===== src/rtl/rflp_fifo_ctrl_if.sv =====
// Push/pop handshake, occupancy and register-file macro command bus of the FIFO controller.
interface rflp_fifo_ctrl_if #(
  parameter int DW  = 26,
  parameter int RAW = 6,
  parameter int CAW = 2
);
  logic               IN_VALID;
  logic               IN_READY;
  logic [DW-1:0]      IN_DATA;
  logic               OUT_VALID;
  logic               OUT_READY;
  logic [DW-1:0]      OUT_DATA;
  logic [RAW+CAW:0]   COUNT;
  logic               MEM_NCE;
  logic               MEM_NWRT;
  logic [RAW-1:0]     MEM_RA;
  logic [CAW-1:0]     MEM_CA;
  logic [DW-1:0]      MEM_DIN;
  logic [DW-1:0]      MEM_DO;

  // controller side
  modport slave (
    input  IN_VALID, IN_DATA, OUT_READY, MEM_DO,
    output IN_READY, OUT_VALID, OUT_DATA, COUNT,
           MEM_NCE, MEM_NWRT, MEM_RA, MEM_CA, MEM_DIN
  );

  // producer / consumer / macro side
  modport master (
    output IN_VALID, IN_DATA, OUT_READY, MEM_DO,
    input  IN_READY, OUT_VALID, OUT_DATA, COUNT,
           MEM_NCE, MEM_NWRT, MEM_RA, MEM_CA, MEM_DIN
  );
endinterface


===== src/rtl/rflp_fifo_ctrl.sv =====
// FIFO controller over a single-port 256x26 register-file macro.
// One macro op per cycle, round-robin write/read arbitration, 3-entry skid queue hiding read latency.
module rflp_fifo_ctrl #(
  parameter int DW   = 26,
  parameter int RAW  = 6,
  parameter int CAW  = 2,
  parameter int SKID = 3
) (
  input  logic           CLK,
  input  logic           RST,
  rflp_fifo_ctrl_if.slave bus
);
  localparam int AW   = RAW + CAW;
  localparam int SIW  = $clog2(SKID);
  localparam int SCW  = $clog2(SKID + 1);

  localparam logic [0:0] OP_RD = 1'b0;
  localparam logic [0:0] OP_WR = 1'b1;

  localparam logic [SIW-1:0] SK_LAST  = SIW'(SKID - 1);
  localparam logic [SCW+1:0] SK_LIMIT = (SCW + 2)'(SKID);

  logic [AW-1:0]  wr_ptr;
  logic [AW-1:0]  rd_ptr;
  logic [AW:0]    count;
  logic [0:0]     last_op;
  logic           fl1;
  logic           fl2;

  logic           cmd_nce;
  logic           cmd_nwrt;
  logic [AW-1:0]  cmd_addr;
  logic [DW-1:0]  cmd_din;

  logic [DW-1:0]  sk_mem [SKID];
  logic [SIW-1:0] sk_head;
  logic [SIW-1:0] sk_tail;
  logic [SCW-1:0] sk_cnt;

  logic           pop;
  logic           push;
  logic [SCW+1:0] credit_use;
  logic           wreq;
  logic           rreq;
  logic           grant_wr;
  logic           grant_rd;

  assign pop  = (sk_cnt != '0) && bus.OUT_READY;
  assign push = fl2;

  // The head leaving this cycle frees its slot in time for a read issued now,
  // which is what allows one word per cycle on the pop side.
  assign credit_use = (SCW + 2)'(sk_cnt) + (SCW + 2)'(fl1) + (SCW + 2)'(fl2)
                    - (SCW + 2)'(pop);

  always_comb begin
    wreq     = 1'b0;
    rreq     = 1'b0;
    grant_wr = 1'b0;
    grant_rd = 1'b0;
    if (!RST) begin
      wreq = bus.IN_VALID && !count[AW];
      rreq = (count != '0) && (credit_use < SK_LIMIT);
      grant_wr = wreq && (!rreq || (last_op == OP_RD));
      grant_rd = rreq && (!wreq || (last_op == OP_WR));
    end
  end

  assign bus.IN_READY = grant_wr;

  always_ff @(posedge CLK) begin
    if (RST) begin
      wr_ptr   <= '0;
      rd_ptr   <= '0;
      count    <= '0;
      last_op  <= OP_RD;
      fl1      <= 1'b0;
      fl2      <= 1'b0;
      cmd_nce  <= 1'b1;
      cmd_nwrt <= 1'b1;
      cmd_addr <= '0;
      cmd_din  <= '0;
    end else begin
      cmd_nce  <= 1'b1;
      cmd_nwrt <= 1'b1;
      if (grant_wr) begin
        cmd_nce  <= 1'b0;
        cmd_nwrt <= 1'b0;
        cmd_addr <= wr_ptr;
        cmd_din  <= bus.IN_DATA;
        wr_ptr   <= wr_ptr + 1'b1;
        count    <= count + 1'b1;
        last_op  <= OP_WR;
      end else if (grant_rd) begin
        cmd_nce  <= 1'b0;
        cmd_addr <= rd_ptr;
        rd_ptr   <= rd_ptr + 1'b1;
        count    <= count - 1'b1;
        last_op  <= OP_RD;
      end
      // fl1: command issued, fl2: macro sampled it, MEM_DO valid for capture
      fl1 <= grant_rd;
      fl2 <= fl1;
    end
  end

  always_ff @(posedge CLK) begin
    if (RST) begin
      for (int i = 0; i < SKID; i++) sk_mem[i] <= '0;
      sk_head <= '0;
      sk_tail <= '0;
      sk_cnt  <= '0;
    end else begin
      if (push) begin
        sk_mem[sk_tail] <= bus.MEM_DO;
        sk_tail <= (sk_tail == SK_LAST) ? '0 : sk_tail + 1'b1;
      end
      if (pop) begin
        sk_head <= (sk_head == SK_LAST) ? '0 : sk_head + 1'b1;
      end
      sk_cnt <= sk_cnt + SCW'(push) - SCW'(pop);
    end
  end

  assign bus.OUT_VALID = (sk_cnt != '0);
  assign bus.OUT_DATA  = sk_mem[sk_head];
  assign bus.COUNT     = count;
  assign bus.MEM_NCE   = cmd_nce;
  assign bus.MEM_NWRT  = cmd_nwrt;
  assign bus.MEM_RA    = cmd_addr[AW-1:CAW];
  assign bus.MEM_CA    = cmd_addr[CAW-1:0];
  assign bus.MEM_DIN   = cmd_din;
endmodule


===== src/flat_wrapper.sv =====
// flat-port wrapper written by rule: the top's interface ports become plain ports
module rflp_fifo_ctrl_flat 
#(
  parameter int DW   = 26,
  parameter int RAW  = 6,
  parameter int CAW  = 2,
  parameter int SKID = 3
)
  (CLK, RST, bus_IN_VALID, bus_IN_DATA, bus_OUT_READY, bus_MEM_DO, bus_IN_READY, bus_OUT_VALID, bus_OUT_DATA, bus_COUNT, bus_MEM_NCE, bus_MEM_NWRT, bus_MEM_RA, bus_MEM_CA, bus_MEM_DIN);
  rflp_fifo_ctrl_if #(.DW(DW), .RAW(RAW), .CAW(CAW)) bus_i ();
  input  logic CLK;
  input  logic RST;
  input wire logic [$bits(bus_i.IN_VALID)-1:0] bus_IN_VALID;
  input wire logic [$bits(bus_i.IN_DATA)-1:0] bus_IN_DATA;
  input wire logic [$bits(bus_i.OUT_READY)-1:0] bus_OUT_READY;
  input wire logic [$bits(bus_i.MEM_DO)-1:0] bus_MEM_DO;
  output wire logic [$bits(bus_i.IN_READY)-1:0] bus_IN_READY;
  output wire logic [$bits(bus_i.OUT_VALID)-1:0] bus_OUT_VALID;
  output wire logic [$bits(bus_i.OUT_DATA)-1:0] bus_OUT_DATA;
  output wire logic [$bits(bus_i.COUNT)-1:0] bus_COUNT;
  output wire logic [$bits(bus_i.MEM_NCE)-1:0] bus_MEM_NCE;
  output wire logic [$bits(bus_i.MEM_NWRT)-1:0] bus_MEM_NWRT;
  output wire logic [$bits(bus_i.MEM_RA)-1:0] bus_MEM_RA;
  output wire logic [$bits(bus_i.MEM_CA)-1:0] bus_MEM_CA;
  output wire logic [$bits(bus_i.MEM_DIN)-1:0] bus_MEM_DIN;
  assign bus_i.IN_VALID = bus_IN_VALID;
  assign bus_i.IN_DATA = bus_IN_DATA;
  assign bus_i.OUT_READY = bus_OUT_READY;
  assign bus_i.MEM_DO = bus_MEM_DO;
  assign bus_IN_READY = bus_i.IN_READY;
  assign bus_OUT_VALID = bus_i.OUT_VALID;
  assign bus_OUT_DATA = bus_i.OUT_DATA;
  assign bus_COUNT = bus_i.COUNT;
  assign bus_MEM_NCE = bus_i.MEM_NCE;
  assign bus_MEM_NWRT = bus_i.MEM_NWRT;
  assign bus_MEM_RA = bus_i.MEM_RA;
  assign bus_MEM_CA = bus_i.MEM_CA;
  assign bus_MEM_DIN = bus_i.MEM_DIN;
  rflp_fifo_ctrl #(.DW(DW), .RAW(RAW), .CAW(CAW), .SKID(SKID)) u_core (.CLK(CLK), .RST(RST), .bus(bus_i));
endmodule

===== config.mk =====
export PLATFORM = sky130hd
export DESIGN_NAME = rflp_fifo_ctrl_flat
export DESIGN_NICKNAME = d
export VERILOG_FILES = /design/src/rtl/rflp_fifo_ctrl_if.sv /design/src/rtl/rflp_fifo_ctrl.sv /design/src/flat_wrapper.sv
export SDC_FILE = /design/constraint.sdc
export NUM_CORES = 1
export LEC_CHECK = 0
export CORE_AREA = 2 2 161 163
export DETAILED_ROUTE_END_ITERATION = 10
export DIE_AREA = 0 0 163 165
export PLACE_DENSITY = 0.62
export SYNTH_ARGS = -nofsm -noshare
export SYNTH_HDL_FRONTEND = slang
export SYNTH_SLANG_ARGS = --single-unit

===== constraint.sdc =====
create_clock -name CLK -period 4.5 [get_ports CLK]
set_clock_uncertainty 0.15 [all_clocks]
set_input_delay 0.45 -clock CLK [delete_from_list [all_inputs] [get_ports CLK]]
set_output_delay 0.45 -clock CLK [all_outputs]
set_load 0.01 [all_outputs]

==> flow_metrics.env, run 1 <==
export IMPL_fin_tns_setup_ns=0
export IMPL_drt_initial_drc_count=337
export IMPL_gp_congestion=0.774
export IMPL_syn_inst=600
export IMPL_reg2reg_depth=17
export IMPL_hold_depth=2
export IMPL_total_power_mw=5.19
export IMPL_grt_pass1_wl_um=28600
export IMPL_intPower_mw=3.48
export IMPL_switching_share=0.330
export IMPL_regToRegSetupSlack_ns=0.38
export IMPL_hpwl_um=10900
export IMPL_grt_max_degree=65
export IMPL_clk_path_buf_depth=2
export IMPL_ctsHoldBuffers=0
export IMPL_cellPowerDensity_nw_per_um2=534
export IMPL_drtAntennaViolNets=0
export IMPL_clkSinkCount=176
export IMPL_drive_gt1_frac=0.123
export IMPL_synth_seq_area_share=0.611
export IMPL_cp_required_ns=3.90
export IMPL_cts_root_buffer="clkbuf_16"
export IMPL_grt_overflow_total=0
export IMPL_worstSetupPathType="flop to output port"
export IMPL_syn_area_sq_um=7470
export IMPL_ys_flop_type="edfxtp_1"
export IMPL_min_to="u_core.sk_head[1]"
export IMPL_area_growth_pct=30.1
export IMPL_period_minus_slack_ns=4.14
export IMPL_postCtsSetupBuffers=0
export IMPL_max_cap_violations=0
export IMPL_cts_resized=0
export IMPL_synth_nets=673
export IMPL_grt_setup_unrepaired="no"
export IMPL_seq_power_share=0.394
export IMPL_vdd_drop_max_mv=0.366
export IMPL_path_clk_slew_ns=0.07
export IMPL_hold_start="RST"
export IMPL_drv_slew=0
export IMPL_p_sw_mw=1.71
export IMPL_wl_per_cell_um=16.6
export IMPL_syn_area_per_cell_sq_um=12.5
export IMPL_yosysTopAreaCell="edfxtp_1"
export IMPL_drcViolationCount=0
export IMPL_die_x_um=163
export IMPL_setup_viol=0
export IMPL_drt_pass1_iter_count=5
export IMPL_fin_hold_ws_ns=0.210
export IMPL_cts_made_buffers=17
export IMPL_slew_limit_headroom=0.316
export IMPL_worst_pin_slew_ns=1.03
export IMPL_synth_seq_cells=176
export IMPL_p_leak_nw=3.55
export IMPL_insertion_delay_ns=0.43
export IMPL_synthTopCellsByArea="edfxtp_1 (42%), dfxtp_1 (19%), mux4_2 (7.8%), and2_1 (4.5%), nand2_1 (3.9%)"
export IMPL_clock_power_share=0.272
export IMPL_core_area_sq_um=25000
export IMPL_viasPerCell=4.69
export IMPL_arrival_ns=3.54
export IMPL_cts_tree="yes"
export IMPL_outcome="complete, no violations"
export IMPL_io_pins=129
export IMPL_comb_power_share=0.334
export IMPL_critPathCaptureType="output port"
export IMPL_synth_edf_count=104
export IMPL_synth_distinct_cells=52
export IMPL_vias=5052
export IMPL_yosysWarnings=0
export IMPL_antenna_found_initial=2
export IMPL_rows=58
export IMPL_cp_max_fo=7
export IMPL_start_util=0.299
export IMPL_wl_um=17900
export IMPL_timing_rr_start="u_core.sk_cnt[1]"
export IMPL_fin_crit_sh=0.921
export IMPL_grt_pass1_vias=5181
export IMPL_regToRegEndpoint="u_core.bus.COUNT[8]"
export IMPL_track_usage=0.138
export IMPL_die_height_um=165
export IMPL_die_area_sq_um=26900
export IMPL_hold_class="input pin to flop"
export IMPL_timing_fmax_mhz=241
export IMPL_fillers=2431
export IMPL_start_kind="flop"
export IMPL_hold_violations=0
export IMPL_synth_top_cell_area_share=0.418
export IMPL_h_tree_depth=4
export IMPL_ys_async_sr_fraction=0
export IMPL_fin_nets=805
export IMPL_io_buffers=128
## sequential cells by signal (all words and copies together), names as in the netlist, named ones only
signal               count
u_core.bus.MEM_NWRT      1
u_core.cmd_addr          8
u_core.last_op           1
u_core.bus.MEM_DIN      26
u_core.sk_cnt            2
u_core.rd_ptr            8
u_core.sk_tail           2
u_core.sk_mem          104
u_core.bus.MEM_NCE       1
u_core.wr_ptr            8
u_core.sk_head           2
u_core.fl1               1
u_core.fl2               1
u_core.bus.COUNT         9
## logic make-up (layout without fill, tap and decap cells)
logic type,Yosys count,in the layout,share of synthesized area
simple gates,244,244,0.167
mux,30,30,0.0839
compound gates,70,70,0.0598
fa+ha+maj,17,17,0.0305
flops,176,176,0.611
buf+inv,43,188,0.0248
other cells,0,2,0
xor+xnor,20,20,0.0234
## worst max path at each step
| stage | startpoint | to |
|---|---|---|
| 2_1_floorplan | u_core.sk_cnt[1] | u_core.bus.COUNT[8] |
| 3_3_place_gp | bus_OUT_READY | u_core.bus.COUNT[8] |
| 3_5_place_dp | bus_OUT_READY | u_core.bus.COUNT[8] |
| 4_1_cts | u_core.sk_cnt[1] | bus_IN_READY |
| 5_1_grt | u_core.sk_cnt[1] | u_core.bus.COUNT[8] |
| 6_report | u_core.sk_cnt[1] | bus_IN_READY |
## power groups by stage
stage | Combinational, mW | Sequential, mW | Clock, mW
6_report | 1.73 | 2.04 | 1.41
5_1_grt | 1.93 | 2.08 | 1.51
4_1_cts | 1.75 | 2.05 | 1.45
3_5_place_dp | 1.74 | 2.09 | 0
3_3_place_gp | 1.73 | 2.08 | 0
2_1_floorplan | 1.15 | 2.04 | 0
## layout make-up
cell class              instances  area, sq um  share of cell area
diodes                          2         5.00            0.000515
clock buffers                  18          429              0.0441
inverters                      10         37.5             0.00386
well taps                     330          413              0.0425
flip-flops and latches        176         4570               0.470
clock inverters                14          126              0.0130
multi-input cells             381         2720               0.280
repair buffers                146         1420               0.146
## through the flow
stage	area, sq um	instances	setup WS (ns)	util
3_3_place_gp	9170	1043	0.113	0.366
5_1_grt	9720	1075	0.0188	0.388
2_1_floorplan	7470	600	0.326	-
3_5_place_dp	9170	1043	0.0677	0.366
6_report	9730	1077	0.357	0.388
4_1_cts	9720	1075	0.342	0.388
## layout by cell type, fill, tap and decap left out, drive strengths merged, types with 18 or more instances in the layout
master,netlist,layout
clkbuf,26,18
edfxtp,104,104
and3,31,31
nand2,78,78
a21oi,40,40
clkdlybuf4s50,0,127
dfxtp,72,72
mux4,26,26
buf,7,19
nor2,40,40
and2,55,55
## worst max-delay path, stage by stage (launching register included)
cell	delay [ns]
dfxtp_1	0.35
or2_2	0.31
nand2_1	0.10
or2_2	0.12
nand2_1	0.07
ha_1	0.23
fa_1	0.38
xor2_1	0.18
a211oi_2	0.24
nand4_1	0.15
nand2_1	0.24
inv_2	0.07
buf_4	0.16
clkdlybuf4s50_1	0.50
## metal layers
layer	up-vias	wire length, um	track usage
li1	2435	-	-
met1	2444	7880	0.177
met2	169	8370	0.226
met3	4	1630	0.0565
met4	0	40	0.0201
met5	-	0	0
## cells in the mapped netlist, drive strengths merged (2+ instances only)
master	instances
edfxtp	104
nand2	78
dfxtp	72
and2	55
a21oi	40
nor2	40
and3	31
clkbuf	26
mux4	26
ha	15
xor2	12
inv	10
o21ai	8
xnor2	8
buf	7
nand4	7
a222oi	6
nand3	6
a211oi	5
nor3	5
or2	4
mux2i	3
nand2b	3
nor2b	3
or3	3
a21o	2
a41o	2
fa	2
nand3b	2
nor3b	2
Power figures use the tool's default switching activity.
==> run 2: changes to the inputs <==
Settings changed: TNS_END_PERCENT set to 5.
==> results of run 2 <==
Same layout as run 1: the final DEF is identical, and so are final timing and power.
==> run 3: changes to the inputs <==
Settings changed: CTS_CLUSTER_DIAMETER set to 120, GPL_TIMING_DRIVEN set to 0.
==> run 3 against run 2 <==
  * Utilization up 0.32 points
  * Flip-flop and latch count unchanged
  * Cell area up 0.82%
  * Critical path depth up 4
  * Critical path type is now flop to flop
==> flow_metrics.env, run 3 (synthesis gave the netlist of run 1 again) <==
export IMPL_crit_slowest_cell="or4_1"
export IMPL_cp_max_fo=6
export IMPL_routed_wl_met2_um=8470
export IMPL_drt_pass1_iter_count=5
export IMPL_hpwl_um=12300
export IMPL_io_buffers=128
export IMPL_fin_nets=825
export IMPL_wl_per_cell_um=16.6
export IMPL_gp_congestion=0.808
export IMPL_setup_viol=0
export IMPL_max_cap_violations=0
export IMPL_start_kind="flop"
export IMPL_fin_hold_ws_ns=0.302
export IMPL_cts_root_buffer="clkbuf_16"
export IMPL_io_pins=129
export IMPL_drive_gt1_frac=0.110
export IMPL_worst_pin_slew_ns=1.29
export IMPL_cellPowerDensity_nw_per_um2=544
export IMPL_final_cell_mix="clkdlybuf4s50_1 (128), edfxtp_1 (104), nand2_1 (76), dfxtp_1 (72), and2_1 (54)"
export IMPL_start_util=0.299
export IMPL_hold_class="flop to flop"
export IMPL_outcome="complete, no violations"
export IMPL_met3_wirelength_um=1580
export IMPL_drtAntennaViolNets=0
export IMPL_hold_violations=0
export IMPL_period_minus_slack_ns=4.19
export IMPL_grt_pass1_wl_um=28600
export IMPL_drt_met1_wl_um=8140
export IMPL_drt_initial_drc_count=315
export IMPL_die_x_um=163
export IMPL_top_layer="met4"
export IMPL_drv_slew=0
export IMPL_critPathCaptureType="flop"
export IMPL_cts_tree="yes"
export IMPL_drcViolationCount=0
export IMPL_die_height_um=165
export IMPL_crit_path_frequent_cell="ha_1"
export IMPL_utilization=0.392
export IMPL_p_leak_nw=3.58
export IMPL_mostFrequentLayoutCell="clkdlybuf4s50_1"
export IMPL_cts_made_buffers=17
export IMPL_fin_ws_ns=0.308
export IMPL_insertion_delay_ns=0.43
export IMPL_fin_crit_sh=0.931
export IMPL_die_area_sq_um=26900
export IMPL_clkSinkCount=176
export IMPL_seqCellArea_sq_um=4560
export IMPL_largest_reg_flops=104
export IMPL_dp_slack_ns=-0.419
export IMPL_antenna_found_initial=2
export IMPL_ctsHoldBuffers=0
export IMPL_total_power_mw=5.33
export IMPL_cpPeakStageDelay_ns=0.42
export IMPL_slew_limit_headroom=0.137
export IMPL_wl_um=18300
export IMPL_top_register="u_core.sk_mem"
export IMPL_clk_path_buf_depth=2
export IMPL_multi_input_area_sq_um=2750
export IMPL_path_clk_slew_ns=0.07
export IMPL_rows=58
export IMPL_timing_fmax_mhz=239
export IMPL_vdd_drop_max_mv=0.311
export IMPL_viasPerCell=4.63
export IMPL_grt_overflow_total=0
export IMPL_fin_tns_setup_ns=0
export IMPL_cp_required_ns=4.65
export IMPL_area_growth_pct=31.2
export IMPL_grt_pass1_vias=5216
export IMPL_arrival_ns=4.34
export IMPL_fillers=2402
export IMPL_h_tree_depth=4
export IMPL_grt_max_degree=27
export IMPL_vias=5080
export IMPL_core_area_sq_um=25000
export IMPL_worstSetupPathType="flop to flop"
export IMPL_track_usage=0.140
export IMPL_path_cells="or2_2 -> nand2_2 -> or2_4 -> nand2_1 -> ha_1 -> fa_1 -> xor2_2 -> a211oi_2 -> nand4_1 -> nand2_4 -> ha_1 -> o21ai_1 -> a21oi_1 -> or4_1 -> a311oi_2 -> xor2_1 -> nor2_1"
run 3: changes by cell type in the layout (fill, tap and decap cells not counted), sizes merged, moves of 2 or more:
cell,previous run,this run
buf,19,12
bufinv,0,2
clkbuf,18,45
clkinv,4,6
clkinvlp,4,1
inv,16,14
run 3: worst paths after layout:
path	startpoint	to	slack (ns)	depth (start not counted)
worst min-delay path	u_core.bus.MEM_DIN[6]	u_core.bus.MEM_DIN[6]	0.30	2
worst min register to register	u_core.bus.MEM_DIN[6]	u_core.bus.MEM_DIN[6]	0.30	2
worst max-delay path	u_core.sk_cnt[1]	u_core.bus.COUNT[8]	0.31	17
worst max register to register	u_core.sk_cnt[1]	u_core.bus.COUNT[8]	0.31	17
run 3: area by class of cell:
cell class / instances / share of cell area
antenna: 2 / 0.000510
timing repair buffer: 133 / 0.134
tap: 330 / 0.0421
clock inverter: 13 / 0.0138
sequential: 176 / 0.465
buffer: 33 / 0.0151
multi-input combinational: 381 / 0.281
inverter: 10 / 0.00383
clock buffer: 19 / 0.0441
run 3: per-layer routing:
metal | track usage | vias up
li1 | - | 2479
met1 | 0.178 | 2425
met2 | 0.229 | 168
met3 | 0.0558 | 8
met4 | 0.0245 | 0
met5 | 0 | -
run 3: critical path, delay by kind of cell (launching register included):
| family | cells | cell delay (ns) |
|---|---|---|
| simple gates | 8 | 1.58 |
| fa+ha+maj | 3 | 0.93 |
| compound gates | 4 | 0.72 |
| flops | 1 | 0.34 |
| xor+xnor | 2 | 0.34 |
run 3: power by group:
group          internal, mW  total (mW)  switching (mW)
Combinational         0.926        1.88           0.956
Sequential             1.88        1.99           0.111
Clock                 0.820        1.46           0.640
Total                  3.63        5.33            1.71
run 3: timing repair:
action,CTS,global route
buffers inserted,1,4
setup endpoints to repair,3,4
pin swaps,1,3
gates resized for setup,2,4
run 3: metrics by stage:
step,instances,area [sq um]
after floorplan,600,7470
after global placement,1058,9170
after detailed placement,1058,9170
after CTS,1091,9750
after global routing,1095,9800
final,1097,9810
